## config.mk

```make
export PLATFORM = sky130hd
export DESIGN_NAME = vid_pattern_gen
export DESIGN_NICKNAME = d
export VERILOG_FILES = /design/src/rtl/vid_pattern_gen.sv
export SDC_FILE = /design/constraint.sdc
export NUM_CORES = 1
export LEC_CHECK = 0
export ABC_AREA = 1
export CAP_MARGIN = 20
export CORE_ASPECT_RATIO = 0.7
export CORE_MARGIN = 1.5
export CORE_UTILIZATION = 59
export CTS_CLUSTER_DIAMETER = 100
export DETAILED_ROUTE_END_ITERATION = 7
export PLACE_DENSITY = 0.81
export SYNTH_ARGS = -nofsm -noshare
export SYNTH_HDL_FRONTEND = slang
export SYNTH_SLANG_ARGS = --single-unit
```

## constraint.sdc

```tcl
create_clock -name clk -period 5 [get_ports clk]
set_input_delay 0.75 -clock clk [delete_from_list [all_inputs] [get_ports clk]]
set_output_delay 0.75 -clock clk [all_outputs]
set_load 0.05 [all_outputs]
```

## src/rtl/vid_pattern_gen.sv

```systemverilog
// ---------------------------------------------------------------------------
// vid_pattern_gen
//   Video test-pattern source with built-in raster timing. Produces sync,
//   data-enable, frame-start and RGB888 pixel data for a selectable pattern:
//   grid, colour bars, checker, bouncing box, solid colour or black.
//   The requested mode and solid colour are sampled only at the end of a
//   frame, so a frame is never drawn with two patterns.
//
// Ports
//   clk              pixel clock
//   rst              asynchronous active-high reset
//   mode_sel[2:0]    requested pattern (0 grid, 1 bars, 2 checker, 3 box,
//                    4 solid, 5-7 black)
//   solid_rgb[23:0]  colour used by the solid pattern, {R,G,B}
//   out_data[23:0]   pixel {R,G,B}, zero outside the active region
//   out_hsync        horizontal sync, active-high
//   out_vsync        vertical sync, active-high
//   out_de           data enable (active region)
//   out_frame_start  one-cycle pulse with pixel (0,0)
//   frame_cnt[15:0]  number of completed frames, wraps
//
// All out_* signals are registered and describe the counter state of the
// previous cycle, so they are mutually aligned.
// ---------------------------------------------------------------------------
module vid_pattern_gen #(
   parameter int H_WIDTH  = 12,
   parameter int H_FP     = 16,
   parameter int H_SYNC   = 96,
   parameter int H_BP     = 48,
   parameter int H_ACTIVE = 640,
   parameter int V_WIDTH  = 12,
   parameter int V_FP     = 10,
   parameter int V_SYNC   = 2,
   parameter int V_BP     = 33,
   parameter int V_ACTIVE = 480,
   parameter int CHK_LOG2 = 5,
   parameter int BOX_SIZE = 64,
   parameter int BOX_STEP = 4
) (
   input  logic        clk,
   input  logic        rst,
   input  logic [2:0]  mode_sel,
   input  logic [23:0] solid_rgb,
   output logic [23:0] out_data,
   output logic        out_hsync,
   output logic        out_vsync,
   output logic        out_de,
   output logic        out_frame_start,
   output logic [15:0] frame_cnt
);

   localparam int H_TOTAL = H_ACTIVE + H_FP + H_SYNC + H_BP;
   localparam int V_TOTAL = V_ACTIVE + V_FP + V_SYNC + V_BP;
   localparam int BAR_W   = H_ACTIVE / 8;

   localparam logic [H_WIDTH-1:0] HC_LAST  = H_WIDTH'(H_TOTAL - 1);
   localparam logic [H_WIDTH-1:0] HC_ACT   = H_WIDTH'(H_ACTIVE);
   localparam logic [H_WIDTH-1:0] HS_FIRST = H_WIDTH'(H_ACTIVE + H_FP);
   localparam logic [H_WIDTH-1:0] HS_LAST  = H_WIDTH'(H_ACTIVE + H_FP + H_SYNC - 1);
   localparam logic [H_WIDTH-1:0] BAR_LAST = H_WIDTH'(BAR_W - 1);
   localparam logic [V_WIDTH-1:0] VC_LAST  = V_WIDTH'(V_TOTAL - 1);
   localparam logic [V_WIDTH-1:0] VC_ACT   = V_WIDTH'(V_ACTIVE);
   localparam logic [V_WIDTH-1:0] VS_FIRST = V_WIDTH'(V_ACTIVE + V_FP);
   localparam logic [V_WIDTH-1:0] VS_LAST  = V_WIDTH'(V_ACTIVE + V_FP + V_SYNC - 1);

   // Box arithmetic is one bit wider so position+step/size cannot overflow.
   localparam logic [H_WIDTH:0] BX_MAX  = (H_WIDTH+1)'(H_ACTIVE - BOX_SIZE);
   localparam logic [H_WIDTH:0] BX_STEP = (H_WIDTH+1)'(BOX_STEP);
   localparam logic [H_WIDTH:0] BX_SIZE = (H_WIDTH+1)'(BOX_SIZE);
   localparam logic [V_WIDTH:0] BY_MAX  = (V_WIDTH+1)'(V_ACTIVE - BOX_SIZE);
   localparam logic [V_WIDTH:0] BY_STEP = (V_WIDTH+1)'(BOX_STEP);
   localparam logic [V_WIDTH:0] BY_SIZE = (V_WIDTH+1)'(BOX_SIZE);

   // Bar index advances until the last bar and then stays there, so the
   // remainder pixels of a width not divisible by 8 fall into bar 7.
   function automatic logic [2:0] bar_sat_inc(input logic [2:0] idx);
      return (idx == 3'd7) ? 3'd7 : idx + 3'd1;
   endfunction

   function automatic logic [23:0] bar_colour(input logic [2:0] idx);
      case (idx)
         3'd0:    return 24'hFFFFFF;
         3'd1:    return 24'hFFFF00;
         3'd2:    return 24'h00FFFF;
         3'd3:    return 24'h00FF00;
         3'd4:    return 24'hFF00FF;
         3'd5:    return 24'hFF0000;
         3'd6:    return 24'h0000FF;
         default: return 24'h000000;
      endcase
   endfunction

   logic [H_WIDTH-1:0] r_hc, r_bx, r_bar_px;
   logic [V_WIDTH-1:0] r_vc, r_by;
   logic               r_bx_neg, r_by_neg;
   logic [2:0]         r_mode, r_bar_idx;
   logic [23:0]        r_solid;

   logic               w_hc_last, w_vc_last, w_fe, w_active;
   logic [7:0]         w_x8, w_y8;
   logic               w_grid, w_in_box;
   logic [H_WIDTH:0]   w_bx_ext, w_hc_ext;
   logic [V_WIDTH:0]   w_by_ext, w_vc_ext;
   logic [H_WIDTH-1:0] w_bx_nxt;
   logic [V_WIDTH-1:0] w_by_nxt;
   logic               w_bx_neg_nxt, w_by_neg_nxt;
   logic [23:0]        w_pix;

   assign w_hc_last = (r_hc == HC_LAST);
   assign w_vc_last = (r_vc == VC_LAST);
   assign w_fe      = w_hc_last && w_vc_last;
   assign w_active  = (r_hc < HC_ACT) && (r_vc < VC_ACT);

   assign w_x8   = 8'(r_hc);
   assign w_y8   = 8'(r_vc);
   assign w_grid = (w_x8[3:0] == 4'd0) || (w_y8[3:0] == 4'd0);

   assign w_bx_ext = {1'b0, r_bx};
   assign w_by_ext = {1'b0, r_by};
   assign w_hc_ext = {1'b0, r_hc};
   assign w_vc_ext = {1'b0, r_vc};
   assign w_in_box = (w_hc_ext >= w_bx_ext) && (w_hc_ext < w_bx_ext + BX_SIZE) &&
                     (w_vc_ext >= w_by_ext) && (w_vc_ext < w_by_ext + BY_SIZE);

   // Next box position: clamp to the edge and reverse when a step would
   // leave the active area.
   always_comb begin
      w_bx_nxt     = r_bx;
      w_bx_neg_nxt = r_bx_neg;
      w_by_nxt     = r_by;
      w_by_neg_nxt = r_by_neg;
      if (!r_bx_neg) begin
         if (w_bx_ext + BX_STEP > BX_MAX) begin
            w_bx_nxt     = BX_MAX[H_WIDTH-1:0];
            w_bx_neg_nxt = 1'b1;
         end else begin
            w_bx_nxt = r_bx + BX_STEP[H_WIDTH-1:0];
         end
      end else begin
         if (w_bx_ext < BX_STEP) begin
            w_bx_nxt     = '0;
            w_bx_neg_nxt = 1'b0;
         end else begin
            w_bx_nxt = r_bx - BX_STEP[H_WIDTH-1:0];
         end
      end
      if (!r_by_neg) begin
         if (w_by_ext + BY_STEP > BY_MAX) begin
            w_by_nxt     = BY_MAX[V_WIDTH-1:0];
            w_by_neg_nxt = 1'b1;
         end else begin
            w_by_nxt = r_by + BY_STEP[V_WIDTH-1:0];
         end
      end else begin
         if (w_by_ext < BY_STEP) begin
            w_by_nxt     = '0;
            w_by_neg_nxt = 1'b0;
         end else begin
            w_by_nxt = r_by - BY_STEP[V_WIDTH-1:0];
         end
      end
   end

   always_comb begin
      w_pix = 24'h000000;
      case (r_mode)
         3'd0:    w_pix = {w_x8, (w_grid ? 8'hFF : 8'h00), w_y8};
         3'd1:    w_pix = bar_colour(r_bar_idx);
         3'd2:    w_pix = (r_hc[CHK_LOG2] ^ r_vc[CHK_LOG2]) ? 24'hFFFFFF : 24'h000000;
         3'd3:    w_pix = w_in_box ? 24'hFFFFFF : 24'h202020;
         3'd4:    w_pix = r_solid;
         default: w_pix = 24'h000000;
      endcase
   end

   // Stage 0: raster counters, bar tracker and frame-latched state
   always_ff @(posedge clk or posedge rst) begin
      if (rst) begin
         r_hc        <= '0;
         r_vc        <= '0;
         r_bar_px    <= '0;
         r_bar_idx   <= 3'd0;
         r_mode      <= 3'd0;
         r_solid     <= 24'h000000;
         r_bx        <= '0;
         r_by        <= '0;
         r_bx_neg    <= 1'b0;
         r_by_neg    <= 1'b0;
         frame_cnt   <= 16'd0;
      end else begin
         r_hc <= w_hc_last ? '0 : r_hc + H_WIDTH'(1);
         if (w_hc_last) begin
            r_vc <= w_vc_last ? '0 : r_vc + V_WIDTH'(1);
         end
         // Bar tracker follows the value hc takes on this edge.
         if (w_hc_last) begin
            r_bar_px  <= '0;
            r_bar_idx <= 3'd0;
         end else if (r_bar_px == BAR_LAST) begin
            r_bar_px  <= '0;
            r_bar_idx <= bar_sat_inc(r_bar_idx);
         end else begin
            r_bar_px  <= r_bar_px + H_WIDTH'(1);
         end
         if (w_fe) begin
            r_mode    <= mode_sel;
            r_solid   <= solid_rgb;
            frame_cnt <= frame_cnt + 16'd1;
            r_bx      <= w_bx_nxt;
            r_by      <= w_by_nxt;
            r_bx_neg  <= w_bx_neg_nxt;
            r_by_neg  <= w_by_neg_nxt;
         end
      end
   end

   // Stage 1: registered outputs describing the stage-0 counter state
   always_ff @(posedge clk or posedge rst) begin
      if (rst) begin
         out_data        <= 24'h000000;
         out_hsync       <= 1'b0;
         out_vsync       <= 1'b0;
         out_de          <= 1'b0;
         out_frame_start <= 1'b0;
      end else begin
         out_data        <= w_active ? w_pix : 24'h000000;
         out_hsync       <= (r_hc >= HS_FIRST) && (r_hc <= HS_LAST);
         out_vsync       <= (r_vc >= VS_FIRST) && (r_vc <= VS_LAST);
         out_de          <= w_active;
         out_frame_start <= (r_hc == '0) && (r_vc == '0);
      end
   end

endmodule

```

==> flow_metrics.py <==
metrics = {
    "outcome": {
        "status": "finished clean",
    },
    "yosys": {
        "synth-seq-cells": 132,
        "yosys.area_share.simple": 0.267,
        "syn-cell-area_um2": 8290,
        "synth_xor_area_frac": 0.0539,
        "yosys_warnings": 0,
        "synthesis.instances": 1076,
        "syn-num-nets": 1155,
        "yosysTopAreaCell": "dfrtp_1",
        "synth_compound_area_frac": 0.104,
        "yosys-mux-area-fraction": 0,
        "yosysSeqAreaShare": 0.399,
        "synthAdderAreaFrac": 0.0755,
        "ys_types": 43,
        "avgSynthCellArea_um2": 7.70,
        "synth_top_family_by_area": "simple AND/OR/NAND/NOR gates",
        "yosys.area.top_type_share": 0.399,
        "synthTopCellsByArea": "dfrtp_1, nand2_1, ha_1",
    },
    "clock_network": {
        "clkTransAtPathRegs_ps": 60,
        "numClockSinks": 132,
        "clock-root-buffer": "clkbuf_16",
        "cts_hold_buf": 0,
        "insertion_delay_ps": 420,
        "htreeDepth": 4,
        "clock_path_buffers": 2,
        "cts_resized": 0,
        "postCtsSetupBuffers": 0,
        "cts_tree": "yes",
        "numCtsBuffers": 17,
    },
    "die": {
        "dieHeight_um": 102,
        "die_area_um2": 14800,
        "start_util": 0.599,
        "row_count": 36,
        "die_x_um": 145,
        "core-area_um2": 13800,
        "io_pins": 73,
    },
    "critical_path": {
        "cp.required_ps": 5310,
        "crit_start": "r_hc[6]$_DFF_PP0_",
        "r2r-end": "r_by[5]$_DFFE_PP0P_",
        "worst-setup-path-type": "reg -> reg",
        "crit_arrival_ps": 3610,
        "timing.rr.start": "r_hc[6]$_DFF_PP0_",
        "critPathLaunchType": "register",
        "worst-path-max-fanout": 48,
        "worst_setup_path_end_kind": "register",
        "endpoint": "r_by[5]$_DFFE_PP0P_",
        "r2r_slack_ps": 1700,
        "reg2reg_depth": 10,
    },
    "power": {
        "finalPower_w": 0.00237,
        "p_comb_frac": 0.018,
        "p_leak_nw": 4.84,
        "ir_worst_vdd_uv": 234,
        "sw_frac_of_total": 0.227,
        "internal-power_w": 0.00183,
        "p_per_area_nw_per_um2": 246,
        "seqPwrFrac": 0.450,
        "clkPwrFrac": 0.531,
        "switching_power_w": 0.000538,
    },
    "finish": {
        "area_growth_syn_to_layout_pct": 16.3,
        "fin_nets": 1219,
        "layout_common_cells": "nand2_1, inv_1, dfrtp_1",
        "final_common_cell": "nand2_1",
        "drive_gt1_frac": 0.0677,
        "fin_cells": 1342,
        "n_antenna_cell": 0,
    },
    "grt": {
        "grt_pass1_vias": 7043,
        "grt_max_degree": 100,
        "grt_usage": 0.300,
        "grt-ovfl-total": 0,
        "antenna_found_initial": 0,
        "grt_pass1_wl_um": 34300,
    },
    "timing": {
        "finalSetupTns_ps": 0,
        "holdWs_ps": 469,
        "finClkSkew_ps": 10.7,
        "finalSetupViolCount": 0,
        "min_period_over_period": 0.661,
        "finalHoldViolations": 0,
        "tightest_slew_ps": 883,
        "finalCriticalPeriod_ps": 3300,
        "fmax_ghz": 0.303,
        "slew_viol_final": 0,
        "max-slew-margin-rel": 0.411,
        "rsz0062_at_grt": "no",
    },
    "routing": {
        "wirelength_um": 20700,
        "dr.first_iter.drc_count": 725,
        "vias": 7435,
        "viasPerCell": 5.54,
        "antenna_left": 0,
        "wl_per_cell_um": 15.4,
        "route.detailed.drc": 0,
        "firstDrtPassIters": 6,
    },
    "placement": {
        "dp_cells": 1311,
        "finalWeightedCongestion": 0.947,
        "io_buffers": 72,
        "dp_hpwl_um": 14600,
    },
    "hold_path": {
        "holdCritPathClass": "reg -> reg",
    },
    "job": {
        "drv_cap": 0,
    },
}
==> routing by layer <==
layer	track usage	wire [um]	up-vias
met3	0.0590	1440	29
met2	0.457	9000	310
met5	0	0	-
li1	-	-	3591
met4	0.0855	305	0
met1	0.439	9910	3505
==> critical path, stage by stage (launching register included) <==
cell	delay (ps)
dfrtp_1	530
nor2_4	180
nand3_2	100
nor2_4	110
nand2_4	100
inv_2	320
nand2_2	540
inv_2	830
o21ai_0	190
a21oi_1	180
a21oi_1	80
==> cell type report <==
type | instances | area, um2
Multi-Input combinational cell | 748 | 4150
Fill cell | 1114 | 4190
Timing Repair Buffer | 73 | 728
Clock inverter | 14 | 163
Clock buffer | 17 | 425
Inverter | 168 | 638
Sequential cell | 132 | 3300
Tap cell | 190 | 238
==> cells in the mapped netlist, drive strengths merged <==
master and instances:
a2111o 1, a211oi 4, a21o 2, a21oi 70
a221oi 3, a311oi 1, a31oi 1, and3 1
buf 25, clkbuf 3, dfrtp 132, ha 50
inv 168, nand2 242, nand3 83, nand3b 5
nand4 13, nor2 114, nor3 24, nor3b 1
nor4 8, o2111ai 1, o21a 2, o21ai 54
o22ai 14, o31ai 2, or2 1, xnor2 7
xor2 44
==> metrics by stage <==
stage / cell area (um2) / utilization / worst slack [ps]
after floorplan: 8290 / - / 724
after global placement: 9050 / 0.655 / 1920
after detailed placement: 9050 / 0.655 / 1860
after CTS: 9640 / 0.697 / 1840
after global routing: 9640 / 0.697 / 1480
final: 9640 / 0.697 / 1700
==> power by group through the flow <==
| stage | clock network, W | logic, W | registers (W) |
|---|---|---|---|
| floorplan | 0 | 0.0000155 | 0.00109 |
| global placement | 0 | 0.0000457 | 0.00109 |
| detailed placement | 0 | 0.0000453 | 0.00109 |
| CTS | 0.00127 | 0.0000454 | 0.00107 |
| global route | 0.00133 | 0.0000499 | 0.00107 |
| finish | 0.00126 | 0.0000434 | 0.00107 |
==> cells by family (layout without fill, tap and decap cells) <==
kind of cell             count (synthesis)  after routing
buffers and inverters                  196            272
AND/OR/NAND/NOR                        492            492
adder cells (fa/ha/maj)                 50             50
XOR/XNOR                                51             51
flip-flops                             132            132
AO/OA/AOI/OAI                          155            155
==> how the worst min path moves through the flow <==
| stage | cells past startpoint | from | slack, ps | to |
|---|---|---|---|---|
| 2_1_floorplan | 1 | r_bar_px[0]$_DFF_PP0_ | 430 | r_bar_px[0]$_DFF_PP0_ |
| 3_3_place_gp | 1 | r_bar_px[0]$_DFF_PP0_ | 450 | r_bar_px[0]$_DFF_PP0_ |
| 3_5_place_dp | 1 | r_bar_px[11]$_DFF_PP0_ | 460 | r_bar_px[11]$_DFF_PP0_ |
| 4_1_cts | 1 | r_bar_px[11]$_DFF_PP0_ | 470 | r_bar_px[11]$_DFF_PP0_ |
| 5_1_grt | 2 | r_solid[13]$_DFFE_PP0P_ | 500 | r_solid[13]$_DFFE_PP0P_ |
| 6_report | 1 | r_bar_px[11]$_DFF_PP0_ | 470 | r_bar_px[11]$_DFF_PP0_ |
==> sequential cells by signal, summed over array words and instances, names as in the netlist, 3 cells and up <==
name       count
r_vc          12
frame_cnt     16
out_data      24
r_hc          12
r_bar_px      12
r_bx          10
r_bar_idx      3
r_solid       24
r_mode         3
r_by          10
Power figures use the tool's default switching activity.
==> RTL edit (same settings) <==
Add an input register stage for `mode_sel` and `solid_rgb`, cleared by the reset; this delays them by one clock.
--- a/src/rtl/vid_pattern_gen.sv
+++ b/src/rtl/vid_pattern_gen.sv
@@ -71,6 +71,19 @@
    localparam logic [V_WIDTH:0] BY_STEP = (V_WIDTH+1)'(BOX_STEP);
    localparam logic [V_WIDTH:0] BY_SIZE = (V_WIDTH+1)'(BOX_SIZE);
 
+   logic [2:0] mode_sel_q;
+   logic [23:0] solid_rgb_q;
+
+   always_ff @(posedge clk or posedge rst) begin
+      if (rst) begin
+         mode_sel_q  <= '0;
+         solid_rgb_q <= '0;
+      end else begin
+         mode_sel_q  <= mode_sel;
+         solid_rgb_q <= solid_rgb;
+      end
+   end
+
    // Bar index advances until the last bar and then stays there, so the
    // remainder pixels of a width not divisible by 8 fall into bar 7.
    function automatic logic [2:0] bar_sat_inc(input logic [2:0] idx);
@@ -203,8 +216,8 @@
             r_bar_px  <= r_bar_px + H_WIDTH'(1);
          end
          if (w_fe) begin
-            r_mode    <= mode_sel;
-            r_solid   <= solid_rgb;
+            r_mode    <= mode_sel_q;
+            r_solid   <= solid_rgb_q;
             frame_cnt <= frame_cnt + 16'd1;
             r_bx      <= w_bx_nxt;
             r_by      <= w_by_nxt;
Check against the original RTL: no difference found for any inputs over 10 cycles, from zero or initial values and one cycle with rst high; that may be too few to reach the edited logic, so the function may still have changed.
==> RTL edit against the original RTL <==
  * Design area is 6.8% higher
  * Total power is 12% higher
  * Sequential cell count is 27 higher
  * Wire length is 5.3% higher
  * Setup slack better by 0.27 ns
  * Area after synthesis is 6.1% higher
  * Synthesized cell count is 3.4% higher
==> RTL edit: results (changes against the original RTL) <==
run_status: "complete, no violations"
drtPass1Iterations: 5  # -1
reg_top3: "out_data: 24 flops, r_solid: 24 flops, solid_rgb_q: 24 flops"
nNetsFinal: 1265  # +3.8%
ys_top_cells_by_area: "sky130_fd_sc_hd__dfrtp_1, sky130_fd_sc_hd__nand2_1, sky130_fd_sc_hd__ha_1, sky130_fd_sc_hd__inv_1, sky130_fd_sc_hd__nor2_1"
max_ir_drop_vdd_mv: 0.214  # -8.7%
worstPathMaxFanout: 21  # -56%
finalClockSkew_ns: 0.00918  # -0.00157 ns
synth_commonest_cells: "sky130_fd_sc_hd__nand2_1, sky130_fd_sc_hd__dfrtp_1, sky130_fd_sc_hd__inv_1"
initial_core_util: 0.601  # +0.00192
iteration_0_drc_markers: 672  # -7.3%
globalRouteTotalUtil: 0.299  # -0.00132
yosys.cell_types.count: 40  # -7.0%
clkLatencyLatePin_ns: 0.44  # +0.02 ns
place.gp.congestion: 0.930  # -1.8%
yosysSeqAreaShare: 0.452  # +0.0538
route.detailed.wl_per_inst_microns: 15.6  # +1.4%
maximum_number_of_pins_on_one_net_before_global_route_repair: 114  # +14%
slew-limit-headroom: 0.341  # -0.0703
post_route_cells_drive_above_1_share: 0.0525  # -0.0152
instance_area_at_placement_sq_um: 9690  # +7.1%
half_perimeter_wire_length_after_placement_microns: 15400  # +5.4%
timing.critical_path.slowest_stage_cell: "sky130_fd_sc_hd__dfrtp_1"
static-leakage-power_uw: 0.00520  # +7.4%
routed_via_density: 5.60  # +1.0%
critical-path-max-stage-delay_ns: 0.51  # -0.32 ns
synthesis.nets: 1192  # +3.2%
fillers: 1186  # +6.5%
cpLargestDelayFamily: "simple AND/OR/NAND/NOR gates"
[RTL edit: cell count changes after synthesis, moves of 9 or more]
cell                      change
sky130_fd_sc_hd__nand3_1      -9
sky130_fd_sc_hd__dfrtp_1     +27
sky130_fd_sc_hd__inv_1       -12
sky130_fd_sc_hd__nor2_1      +16
sky130_fd_sc_hd__nor3_1       +9
sky130_fd_sc_hd__nand2_1     +44
[RTL edit: final timing paths]
check | slack (ns) | startpoint | depth (start not counted) | end
min | 0.45 | solid_rgb_q[9] | 2 | r_solid[9]
min reg2reg | 0.45 | solid_rgb_q[9] | 2 | r_solid[9]
max | 1.97 | r_bx[6] | 14 | out_data[12]
max reg2reg | 1.97 | r_bx[6] | 14 | out_data[12]
max in group asynchronous | 3.34 | rst | 3 | frame_cnt[2]
min in group asynchronous | 0.71 | rst | 2 | r_hc[9]
[RTL edit: report_power, final]
group          total, uW  leakage, uW  internal, uW  switching, uW
clock network       1310     0.000281           712            599
logic               48.3      0.00285          21.0           27.3
registers           1300      0.00207          1300           3.07
[RTL edit: metal layers]
layer / wire length [microns] / vias to the layer above / global-route usage
li1: - / 3715 / -
met1: 9970 / 3678 / 0.440
met2: 9330 / 373 / 0.437
met3: 2070 / 38 / 0.0681
met4: 384 / 0 / 0.0969
met5: 0 / - / 0
[RTL edit: cell type report]
type / instances / area (sq um) / area share
multi-input cells: 772 / 4100 / 0.399
flip-flops and latches: 159 / 3980 / 0.386
repair buffers: 76 / 763 / 0.0741
inverters: 160 / 604 / 0.0587
clock buffers: 17 / 425 / 0.0413
well taps: 195 / 244 / 0.0237
clock inverters: 15 / 178 / 0.0173
[RTL edit: cell families (layout without fill, tap and decap cells)]
group | count (synthesis) | in the layout | synth area share
buffers and inverters | 182 | 268 | 0.0811
AOI/OAI and AO/OA | 132 | 132 | 0.0821
xor gates and xnor gates | 51 | 51 | 0.0508
and+or+nand+nor | 539 | 539 | 0.263
adders and majority gates | 50 | 50 | 0.0711
DFF | 159 | 159 | 0.452
[RTL edit: worst min-delay path, stage by stage, from the launching register on]
cell,delay (ns)
sky130_fd_sc_hd__dfrtp_1,0.32
sky130_fd_sc_hd__nand2_1,0.05
sky130_fd_sc_hd__nand2_1,0.05
[RTL edit: metrics by stage]
stage / worst slack (ns) / instances
2_1_floorplan: 2.24 / 1113
3_3_place_gp: 2.27 / 1362
3_5_place_dp: 2.08 / 1362
4_1_cts: 2.04 / 1394
5_1_grt: 1.69 / 1394
6_report: 1.97 / 1394
